--- src/rtl/boreal_ledger_replay.sv ---
// Replays a range of 128-bit ledger entries from an MMIO slave onto a ready/valid stream.
// The committed count is read once per replay and the requested window is range-checked against it.
module boreal_ledger_replay #(
  parameter logic [31:0] BASE_ADDR = 32'h0000_0000,
  parameter int          DEPTH     = 1024,
  parameter int          DEPTH_LOG = 10
) (
  input  logic         clk,
  input  logic         rst_n,
  input  logic         start,
  input  logic [31:0]  first_idx,
  input  logic [15:0]  num_entries,
  input  logic         abort,
  output logic         busy,
  output logic         done,
  output logic [1:0]   err,
  output logic         m_sel,
  output logic         m_wr,
  output logic [31:0]  m_addr,
  output logic [31:0]  m_wdata,
  input  logic [31:0]  m_rdata,
  input  logic         m_ack,
  output logic         out_valid,
  output logic [127:0] out_data,
  output logic [31:0]  out_index,
  input  logic         out_ready
);

  localparam logic [31:0] ADDR_IDX = BASE_ADDR + 32'h00;
  localparam logic [31:0] ADDR_RDA = BASE_ADDR + 32'h08;
  localparam logic [31:0] ADDR_D0  = BASE_ADDR + 32'h0C;
  localparam logic [31:0] ADDR_D1  = BASE_ADDR + 32'h10;
  localparam logic [31:0] ADDR_D2  = BASE_ADDR + 32'h14;
  localparam logic [31:0] ADDR_D3  = BASE_ADDR + 32'h18;
  localparam logic [31:0] DEPTH_U  = 32'(DEPTH);

  typedef enum logic [3:0] {
    S_IDLE, S_RD_IDX, S_CHECK, S_SET_ADDR, S_WAIT,
    S_RD_W0, S_RD_W1, S_RD_W2, S_RD_W3, S_EMIT
  } state_t;

  state_t         state_q;
  logic [31:0]    idx_q;
  logic [15:0]    cnt_q;
  logic [31:0]    c_q;
  logic           abort_q;
  logic           done_q;
  logic [1:0]     err_q;
  logic           sel_q;
  logic           wr_q;
  logic [31:0]    addr_q;
  logic [31:0]    wdata_q;
  logic           oval_q;
  logic [127:0]   odata_q;
  logic [31:0]    oidx_q;

  logic [32:0]    end_sum;
  logic           range_bad;
  logic [31:0]    idx_nxt;
  logic [31:0]    ring_cur;
  logic [31:0]    ring_nxt;
  logic           abort_now;

  // idx_q/cnt_q still hold first_idx/num_entries while in CHECK
  assign end_sum   = {1'b0, idx_q} + {17'b0, cnt_q};
  assign range_bad = (end_sum > {1'b0, c_q}) ||
                     ((c_q > DEPTH_U) && (idx_q < (c_q - DEPTH_U)));
  assign idx_nxt   = idx_q + 32'd1;
  assign ring_cur  = {{(32-DEPTH_LOG){1'b0}}, idx_q[DEPTH_LOG-1:0]};
  assign ring_nxt  = {{(32-DEPTH_LOG){1'b0}}, idx_nxt[DEPTH_LOG-1:0]};
  // An abort only takes effect once no MMIO transaction is left open
  assign abort_now = (abort | abort_q) & (~sel_q | m_ack);

  always_ff @(posedge clk or negedge rst_n) begin
    if (!rst_n) begin
      state_q <= S_IDLE;
      idx_q   <= '0;
      cnt_q   <= '0;
      c_q     <= '0;
      abort_q <= 1'b0;
      done_q  <= 1'b0;
      err_q   <= '0;
      sel_q   <= 1'b0;
      wr_q    <= 1'b0;
      addr_q  <= '0;
      wdata_q <= '0;
      oval_q  <= 1'b0;
      odata_q <= '0;
      oidx_q  <= '0;
    end else begin
      done_q <= 1'b0;
      if (sel_q && !m_ack && abort)
        abort_q <= 1'b1;
      if (state_q != S_IDLE && abort_now) begin
        state_q <= S_IDLE;
        abort_q <= 1'b0;
        sel_q   <= 1'b0;
        wr_q    <= 1'b0;
        oval_q  <= 1'b0;
        done_q  <= 1'b1;
        err_q   <= 2'd2;
      end else begin
        case (state_q)
          S_IDLE: begin
            abort_q <= 1'b0;
            if (start) begin
              err_q <= 2'd0;
              if (num_entries == 16'd0) begin
                done_q <= 1'b1;
              end else begin
                idx_q   <= first_idx;
                cnt_q   <= num_entries;
                sel_q   <= 1'b1;
                wr_q    <= 1'b0;
                addr_q  <= ADDR_IDX;
                state_q <= S_RD_IDX;
              end
            end
          end
          S_RD_IDX: if (m_ack) begin
            c_q     <= m_rdata;
            sel_q   <= 1'b0;
            state_q <= S_CHECK;
          end
          S_CHECK: begin
            if (range_bad) begin
              done_q  <= 1'b1;
              err_q   <= 2'd1;
              state_q <= S_IDLE;
            end else begin
              sel_q   <= 1'b1;
              wr_q    <= 1'b1;
              addr_q  <= ADDR_RDA;
              wdata_q <= ring_cur;
              state_q <= S_SET_ADDR;
            end
          end
          S_SET_ADDR: if (m_ack) begin
            sel_q   <= 1'b0;
            wr_q    <= 1'b0;
            state_q <= S_WAIT;
          end
          S_WAIT: begin
            sel_q   <= 1'b1;
            addr_q  <= ADDR_D0;
            state_q <= S_RD_W0;
          end
          S_RD_W0: if (m_ack) begin
            odata_q[31:0] <= m_rdata;
            addr_q        <= ADDR_D1;
            state_q       <= S_RD_W1;
          end
          S_RD_W1: if (m_ack) begin
            odata_q[63:32] <= m_rdata;
            addr_q         <= ADDR_D2;
            state_q        <= S_RD_W2;
          end
          S_RD_W2: if (m_ack) begin
            odata_q[95:64] <= m_rdata;
            addr_q         <= ADDR_D3;
            state_q        <= S_RD_W3;
          end
          S_RD_W3: if (m_ack) begin
            odata_q[127:96] <= m_rdata;
            sel_q           <= 1'b0;
            oval_q          <= 1'b1;
            oidx_q          <= idx_q;
            state_q         <= S_EMIT;
          end
          S_EMIT: if (out_ready) begin
            oval_q <= 1'b0;
            idx_q  <= idx_nxt;
            cnt_q  <= cnt_q - 16'd1;
            if (cnt_q == 16'd1) begin
              done_q  <= 1'b1;
              err_q   <= 2'd0;
              state_q <= S_IDLE;
            end else begin
              sel_q   <= 1'b1;
              wr_q    <= 1'b1;
              addr_q  <= ADDR_RDA;
              wdata_q <= ring_nxt;
              state_q <= S_SET_ADDR;
            end
          end
          default: state_q <= S_IDLE;
        endcase
      end
    end
  end

  assign busy      = (state_q != S_IDLE);
  assign done      = done_q;
  assign err       = err_q;
  assign m_sel     = sel_q;
  assign m_wr      = wr_q;
  assign m_addr    = addr_q;
  assign m_wdata   = wdata_q;
  assign out_valid = oval_q;
  assign out_data  = odata_q;
  assign out_index = oidx_q;

endmodule

--- config.mk ---
export PLATFORM = sky130hd
export DESIGN_NAME = boreal_ledger_replay
export DESIGN_NICKNAME = d
export VERILOG_FILES = /design/src/rtl/boreal_ledger_replay.sv
export SDC_FILE = /design/constraint.sdc
export NUM_CORES = 1
export LEC_CHECK = 0
export ABC_AREA = 1
export CAP_MARGIN = 20
export CORE_MARGIN = 2
export CORE_UTILIZATION = 50
export DETAILED_ROUTE_END_ITERATION = 8
export PLACE_DENSITY = 0.79
export RECOVER_POWER = 100
export SLEW_MARGIN = 20
export SYNTH_ARGS = -nofsm -noshare
export SYNTH_HDL_FRONTEND = slang
export SYNTH_SLANG_ARGS = --single-unit
--- constraint.sdc ---
create_clock -name clk -period 5.8 [get_ports clk]
set_clock_uncertainty 0.2 [all_clocks]
set_input_delay 0.87 -clock clk [delete_from_list [all_inputs] [get_ports clk]]
set_output_delay 0.87 -clock clk [all_outputs]
set_load 0.1 [all_outputs]
* After elaboration in Yosys (flattened, before gate mapping) *
Cells that the tools add are included.
Widths: inputs -> output; s select.

operators by class
  add/sub/neg operators = 4
  magnitude comparators = 3
  equality and inequality tests = 32
  muxes and demuxes = 66
  bitwise gates (word level) = 5
  reductions and logical operators = 31

operators with widths
  kind                    count
  $mux 32                 14
  $pmux 32 s7             1
  $pmux 32 s2             2
  $mux 16                 3
  $mux 4                  10
  $pmux 4 s10             1
  $ne 3x3->1 const B      13
  $add 32x16->33          1
  $gt 33x32->1            1
  $add 32x1->32 const B   1
  $gt 32x11->1 const B    1
  $lt 32x32->1            1
  $pmux 16 s2             1
  $sub 32x11->32 const B  1
  $mux 1                  22
  $reduce_and 3->1        6
  $eq 16x1->1 const B     1
  $eq 4x3->1 const B      4
  $logic_not 16->1        1
  $ne 2x2->1 const B      8
  $sub 16x1->16 const B   1
  $reduce_and 5->1        3
  $mux 2                  7
  $reduce_and 7->1        2
  other kinds (25)        35

word-level totals
  register bits = 315
  bits of input ports = 86
  output and inout bits = 231
  logic and storage cells = 158

* Depth between registers and ports, before layout *
Gate-level depths: netlist (run 1).

  word-level depth = 7
  mapped depth = 29
  gate-level depth less buffers = 28

* Least setup slack after synthesis (run 1) *
Ideal clock, no wire load.

  kind = reg-to-reg
  start = reg idx_q[0]
  end = reg wdata_q[0] (netlist: m_wdata[0])
  library setup time = 0.122 ns
  arrival = 3.568 ns
  data required time = 5.478 ns
  setup slack = 1.909 ns
  cell stages (with the launch flop) = 29
  path buffers = 1
  clock period less this slack = 3.891 ns
  cells stage by stage = dfrtp_1 ha_1 inv_1 fa_1 inv_1 nand3_1 nand2_1 nand2_1 nand2_1 nand2_1 nand2_2 nand2_1 nor3_1 nand2_1 xor2_1 inv_1 ha_1 nand2_1 nor4_1 nand2_1 nor3_1 nand3_1 nand2_2 nand2_4 nand2_4 nand3_4 buf_6 nand2_1 o21ai_2

on the way
  longest elaborated chain between the ends = 5
  elaborated cells on any way between the ends = 12
  classes of those cells = add/sub (2); order compare (2); eq/ne (1); mux (4); reduce/logical (3)

RTL lines
  what                                                      line    text
  start, declared                                           43      logic [31:0] idx_q;
  start signal, assigned                                    111     idx_q <= first_idx;
  start signal, assigned                                    172     idx_q <= idx_nxt;
  $add 32x16->33 / $lt 32x32->1 (equally long branches)     65, 67
  $gt 33x32->1 / $logic_and 1x1->1 (equally long branches)  66, 67
  $logic_or 1x1->1                                          66      assign range_bad = (end_sum > {1'b0, c_q}) ||
  $ne 2x2->1 (no source line)                               --
  $reduce_and 5->1 (no source line)                         --
  end signal, assigned                                      134     wdata_q <= ring_cur;
  end signal, assigned                                      182     wdata_q <= ring_nxt;
  end, declared                                             52      logic [31:0] wdata_q;

Parallel ways exist; a longest one is shown, timed or not. The select of a mux whose other input is x is not followed.
A chain may end at the register's enable or synchronous reset.

* Worst setup path after layout (run 1) *
  start = reg idx_q[0]
  end = reg wdata_q[8] (netlist: m_wdata[8])

The elaborated chain is that of the path after synthesis.

==> results of run 1 <==
## per-stage QoR
stage | setup slack, ps | hold WS (ps) | instances | utilization, % | instance area [sq um]
floorplan | 1910 | 253 | 1863 | - | 15100
global placement | 1430 | 265 | 2410 | 59.9 | 17700
detailed placement | 1230 | 268 | 2410 | 59.9 | 17700
CTS | 1180 | 218 | 2462 | 63.3 | 18700
global route | 511 | 304 | 2462 | 62.9 | 18500
finish | 990 | 276 | 2462 | 62.9 | 18500
## metal layers
metal	up-vias	global-route usage [%]	wire [microns]
met5	-	0	0
met4	0	6.61	1020
met3	73	5.78	3530
met2	497	41.0	18500
met1	6221	37.0	18300
li1	6348	-	-
## flip-flops by register name, summed over array words and instances (netlist names), 3 cells and up
name       count
out_data     128
idx_q         32
cnt_q         16
c_q           32
state_q        4
m_wdata       10
out_index     32
m_addr         3
## worst max-delay path, cell delays in order (launching register included)
cell     delay [ps]
dfrtp_1         450
ha_1            200
inv_1            50
fa_1            400
inv_1            80
nand3_1          60
nand2_1         140
nand2_1          70
nand2_1         140
nand2_1         100
nand2_1         160
nand2_1         130
nor3_1          300
nand2_1         110
xor2_1          150
inv_1            60
ha_1            310
nand2_1          70
nor4_1          290
nand2_1          80
nor3_1          140
nand3_1          90
nand2_1         180
nand2_4          70
nand2_1         180
nand3_4         230
nand2_1         130
o21ai_0          90
## layout make-up
class                           count  area [sq um]
Clock inverter                     10           185
Inverter                          189           709
Clock buffer                       42           823
Tap cell                          390           488
Multi-Input combinational cell   1296          7040
Sequential cell                   264          6610
Fill cell                        2535         10900
Timing Repair Buffer              271          2690
## Yosys cell counts (15+ instances only)
master	count
o22ai_1	17
o21ai_0	254
clkbuf_1	45
inv_2	15
nor3_1	25
o21ai_1	26
ha_1	84
nor2_1	109
nand2_1	407
nand3_1	41
xor2_1	65
dfrtp_1	264
a21oi_1	78
buf_4	51
inv_1	174
nand4_1	22
## path summary, 6_finish.rpt
kind | end | from | cells after the start
hold reg to reg | out_index[25] | out_index[25] | 2
setup reg to reg | m_wdata[8] | idx_q[0] | 27
setup / recovery | m_wdata[8] | idx_q[0] | 27
max in group asynchronous | out_data[59] | rst_n | 2
min in group asynchronous | out_index[2] | rst_n | 1
hold / removal | out_index[25] | out_index[25] | 2
## cell families after synthesis
group | count (synthesis)
AOI/OAI and AO/OA | 421
xor gates and xnor gates | 72
adders and majority gates | 85
buffers and inverters | 303
DFF | 264
muxes | 1
other | 1
and+or+nand+nor | 666
==> results.txt, run 1 <==
Die W: 177 microns
Worst EP arrival: 5030 ps
First-pass iteration count of the detailed router: 6
Final Setup Violations: 0
Synthesized instance count: 1813
CTS Buf Count: 28
CTS tree: built
Total number of yosys warnings: 0
Worst skew pair latency: 560 ps
Yosys top cell area share: 44.3%
Synthesized area: 0.0149 sq mm
Unique masters post-synth: 54
Post-CTS Setup Bufs: 0
Boundary Pins: 317
Fmax: 208 MHz
Final nets: 2221
Main combinational cell family by area after synthesis: simple AND/OR/NAND/NOR gates
Syn_area_per_cell: 8.22 sq um
CTS H-tree lvls: 1
Vias: 13139
Die Y: 177 microns
XOR/XNOR share of the synthesized area: 4.23%
Pin count of the biggest net entering global routing: 109
First-pass GRT wire length: 65800 microns
Number of port buffers: 265
Primary FF master, synth: dfrtp_1
Commonest cells after routing, fill and taps aside: 411 x nand2_1, 283 x o21ai_0, 264 x dfrtp_1
Tmin final: 4810 ps
Vias per cell: 5.34
CP Launch Type: register
Top area cells in the synthesized netlist: dfrtp_1 44%, nand2_1 10%, o21ai_0 8.5%
CP Capture Type: register
Core box area: 0.0295 sq mm
Actual slew at the worst max-slew pin: 2770 ps
Post_cts resized: 0
Sequential area share after synthesis: 44.3%
CTS Hold Bufs: 0
Worst-path clk slew: 70 ps
Headroom to the max-slew limit: -84.5%
DP Wirelength: 30300 microns
Final hold vios: 0
Yosys reg bits: 264
Final WL: 41300 microns
Cell Rows: 63
Vias in the first global route: 12684
Clock root buffer: clkbuf_16
Initial DRC Count: 995
Drt drc: 0
Die area: 0.0312 sq mm
Hold Crit Class: reg -> reg
GRT Total Usage: 26.2%
Synth Area in Adders: 7.18%
Clk sinks: 264
Area leader, netlist: dfrtp_1
Synthesized-area fraction occupied by and/or/nand/nor cells: 19.7%
Detail Route Antenna Nets: 0
Slew Limit Fails: 525
Ratio of final minimum period to clock period: 82.9%
Max cap viols: 8
Status: finished, violations left
Proportion of synthesized area in mux cells: 0.0755%
Post-synthesis compound-gate area fraction: 15.3%
Critical Path RT: 6020 ps
TNS Setup: 0 ps
Wirelength per Cell: 16.8 microns
Antenna cells: 0
Leading cell type in the layout, fill and taps excluded: nand2_1
CTS max path bufs: 3
Initial antenna violation count: 0
GRT overflow: 0
RSZ-0062 raised after global routing: false
Share of cells above drive strength 1: 5.07%
Failing checks: capacitance limit, slew limit
Area Overhead vs Synth: 24.3%
Crit-path max FO: 21
Post-synth EDFFs: 0
Initial Util: 50.6%
Setup CP Type: reg -> reg
Final RePlAce weighted congestion: 0.950
Reg2Reg Setup Slack: 990 ps
Asr flop ratio synth: 100%
Power of run 1 is left out: the tool's default activity adds up to more than one toggle a clock period on the data nets, which glitch-free logic cannot reach.
==> run 2, diff against run 1 <==
Clock period 5.8 ns to 5 ns, I/O delays scaled along.
==> results.txt, run 2 (same netlist as run 1, synthesis figures left out) <==
Headroom to the max-slew limit: -81.4%
Vias in the first global route: 12811
Core box area: 0.0295 sq mm
CTS max path bufs: 3
Die W: 177 microns
DP Wirelength: 30400 microns
Area Overhead vs Synth: 23.7%
RSZ-0062 raised after global routing: false
CTS tree: built
CTS H-tree lvls: 1
Filler cells: 2530
Worst skew pair latency: 560 ps
Pin count of the biggest net entering global routing: 110
First-pass iteration count of the detailed router: 5
Initial antenna violation count: 0
First-pass GRT wire length: 66700 microns
Final nets: 2221
Die area: 0.0312 sq mm
GRT overflow: 0
Share of cells above drive strength 1: 5.36%
Ratio of final minimum period to clock period: 89.9%
Antenna cells: 0
GRT Total Usage: 26.4%
R2r startpoint: idx_q[0]
Vias: 13198
Leading cell type in the layout, fill and taps excluded: nand2_1
Reg2Reg Setup Slack: 510 ps
Number of port buffers: 265
Crit-path max FO: 21
Boundary Pins: 317
HP Start: out_index[26]
Worst EP arrival: 4760 ps
Fmax: 223 MHz
Hold Crit Class: reg -> reg
Clock root buffer: clkbuf_16
Slew Limit Fails: 404
CP Launch Type: register
Clk sinks: 264
Initial Util: 50.6%
Worst R2R End: m_wdata[8]
Vias per cell: 5.37
CTS Buf Count: 27
Setup CP Type: reg -> reg
CP Capture Type: register
CTS Hold Bufs: 0
Actual slew at the worst max-slew pin: 2720 ps
Failing checks: capacitance limit, slew limit
Post-CTS Setup Bufs: 0
Worst-path clk slew: 60 ps
Sequential Area: 0.00661 sq mm
Reg2reg path depth: 26
Critical Path RT: 5270 ps
Commonest cells after routing, fill and taps aside: 407 x nand2_1, 285 x o21ai_0, 264 x dfrtp_1
Hold Path Cell Cnt: 2
Worst-case hold path end point: out_index[26]
Setup crit start: idx_q[0]
Tmin final: 4490 ps
Max cap viols: 5
Drt drc: 0
Final WL: 41200 microns
Initial DRC Count: 1043
Final hold vios: 0
Wirelength per Cell: 16.8 microns
Flip-flop count of the largest register after layout: 128
Post_cts resized: 0
Die Y: 177 microns
Final RePlAce weighted congestion: 0.945
Cell Rows: 63
TNS Setup: 0 ps
Status: finished, violations left
Final Setup Violations: 0
Detail Route Antenna Nets: 0
Multi-input logic area: 0.00705 sq mm
==> run 2: changes by cell type in the layout (fill, tap and decap cells not counted), sizes merged <==
| cell | before | now |
|---|---|---|
| bufinv | 4 | 1 |
| clkdlybuf4s50 | 83 | 82 |
| dlygate4sd3 | 181 | 182 |
| clkinvlp | 1 | 2 |
==> run 2: critical path, cell delays in order, from the launching register on <==
cell and delay (ps):
dfrtp_1 460, ha_1 210, inv_1 60, fa_1 400, inv_1 70, nand3_1 80, nand2_1 140, nand2_1 70
nand2_1 120, nand2_1 110, nand2_2 130, nand2_1 110, nor3_1 240, nand2_1 110, xor2_1 140, inv_1 60
ha_1 310, nand2_1 60, nor4_1 270, nand2_1 80, nor3_1 130, nand3_1 100, nand2_2 140, nand2_4 70
nand2_4 90, nand3_4 190, o21ai_0 250
==> run 2: metal layers <==
metal | track usage [%] | wire (microns) | part of all wire [%]
met3 | 6.34 | 3780 | 9.2
met5 | 0 | 0 | 0
met4 | 7.47 | 1130 | 2.7
met2 | 41.0 | 18300 | 44
met1 | 36.9 | 18000 | 44
==> run 2: worst max path at each step <==
stage / end / slack [ps] / cells after the start
global route: out_data[24] / 80 / 2
detailed placement: m_wdata[9] / 530 / 27
floorplan: m_wdata[0] / 1110 / 28
finish: m_wdata[8] / 510 / 26
global placement: m_wdata[7] / 620 / 27
CTS: m_wdata[8] / 500 / 27
==> run 2: stage by stage <==
stage / area [sq um] / hold slack (ps) / setup slack, ps / utilization (%) / instances
3_5_place_dp: 17700 / 273 / 527 / 60.0 / 2411
4_1_cts: 18600 / 87.2 / 501 / 63.1 / 2460
6_report: 18400 / 280 / 507 / 62.6 / 2460
3_3_place_gp: 17700 / 265 / 617 / 60.0 / 2410
5_1_grt: 18400 / 292 / 78.2 / 62.6 / 2460
2_1_floorplan: 15100 / 253 / 1110 / - / 1863
==> run 2: cell type report <==
type | count | area share, %
inverter | 189 | 3.85
sequential | 264 | 35.8
multi-input combinational | 1296 | 38.2
clock inverter | 8 | 0.461
tap | 390 | 2.65
clock buffer | 41 | 4.38
timing repair buffer | 272 | 14.6
Power of run 2 is left out for the same reason.
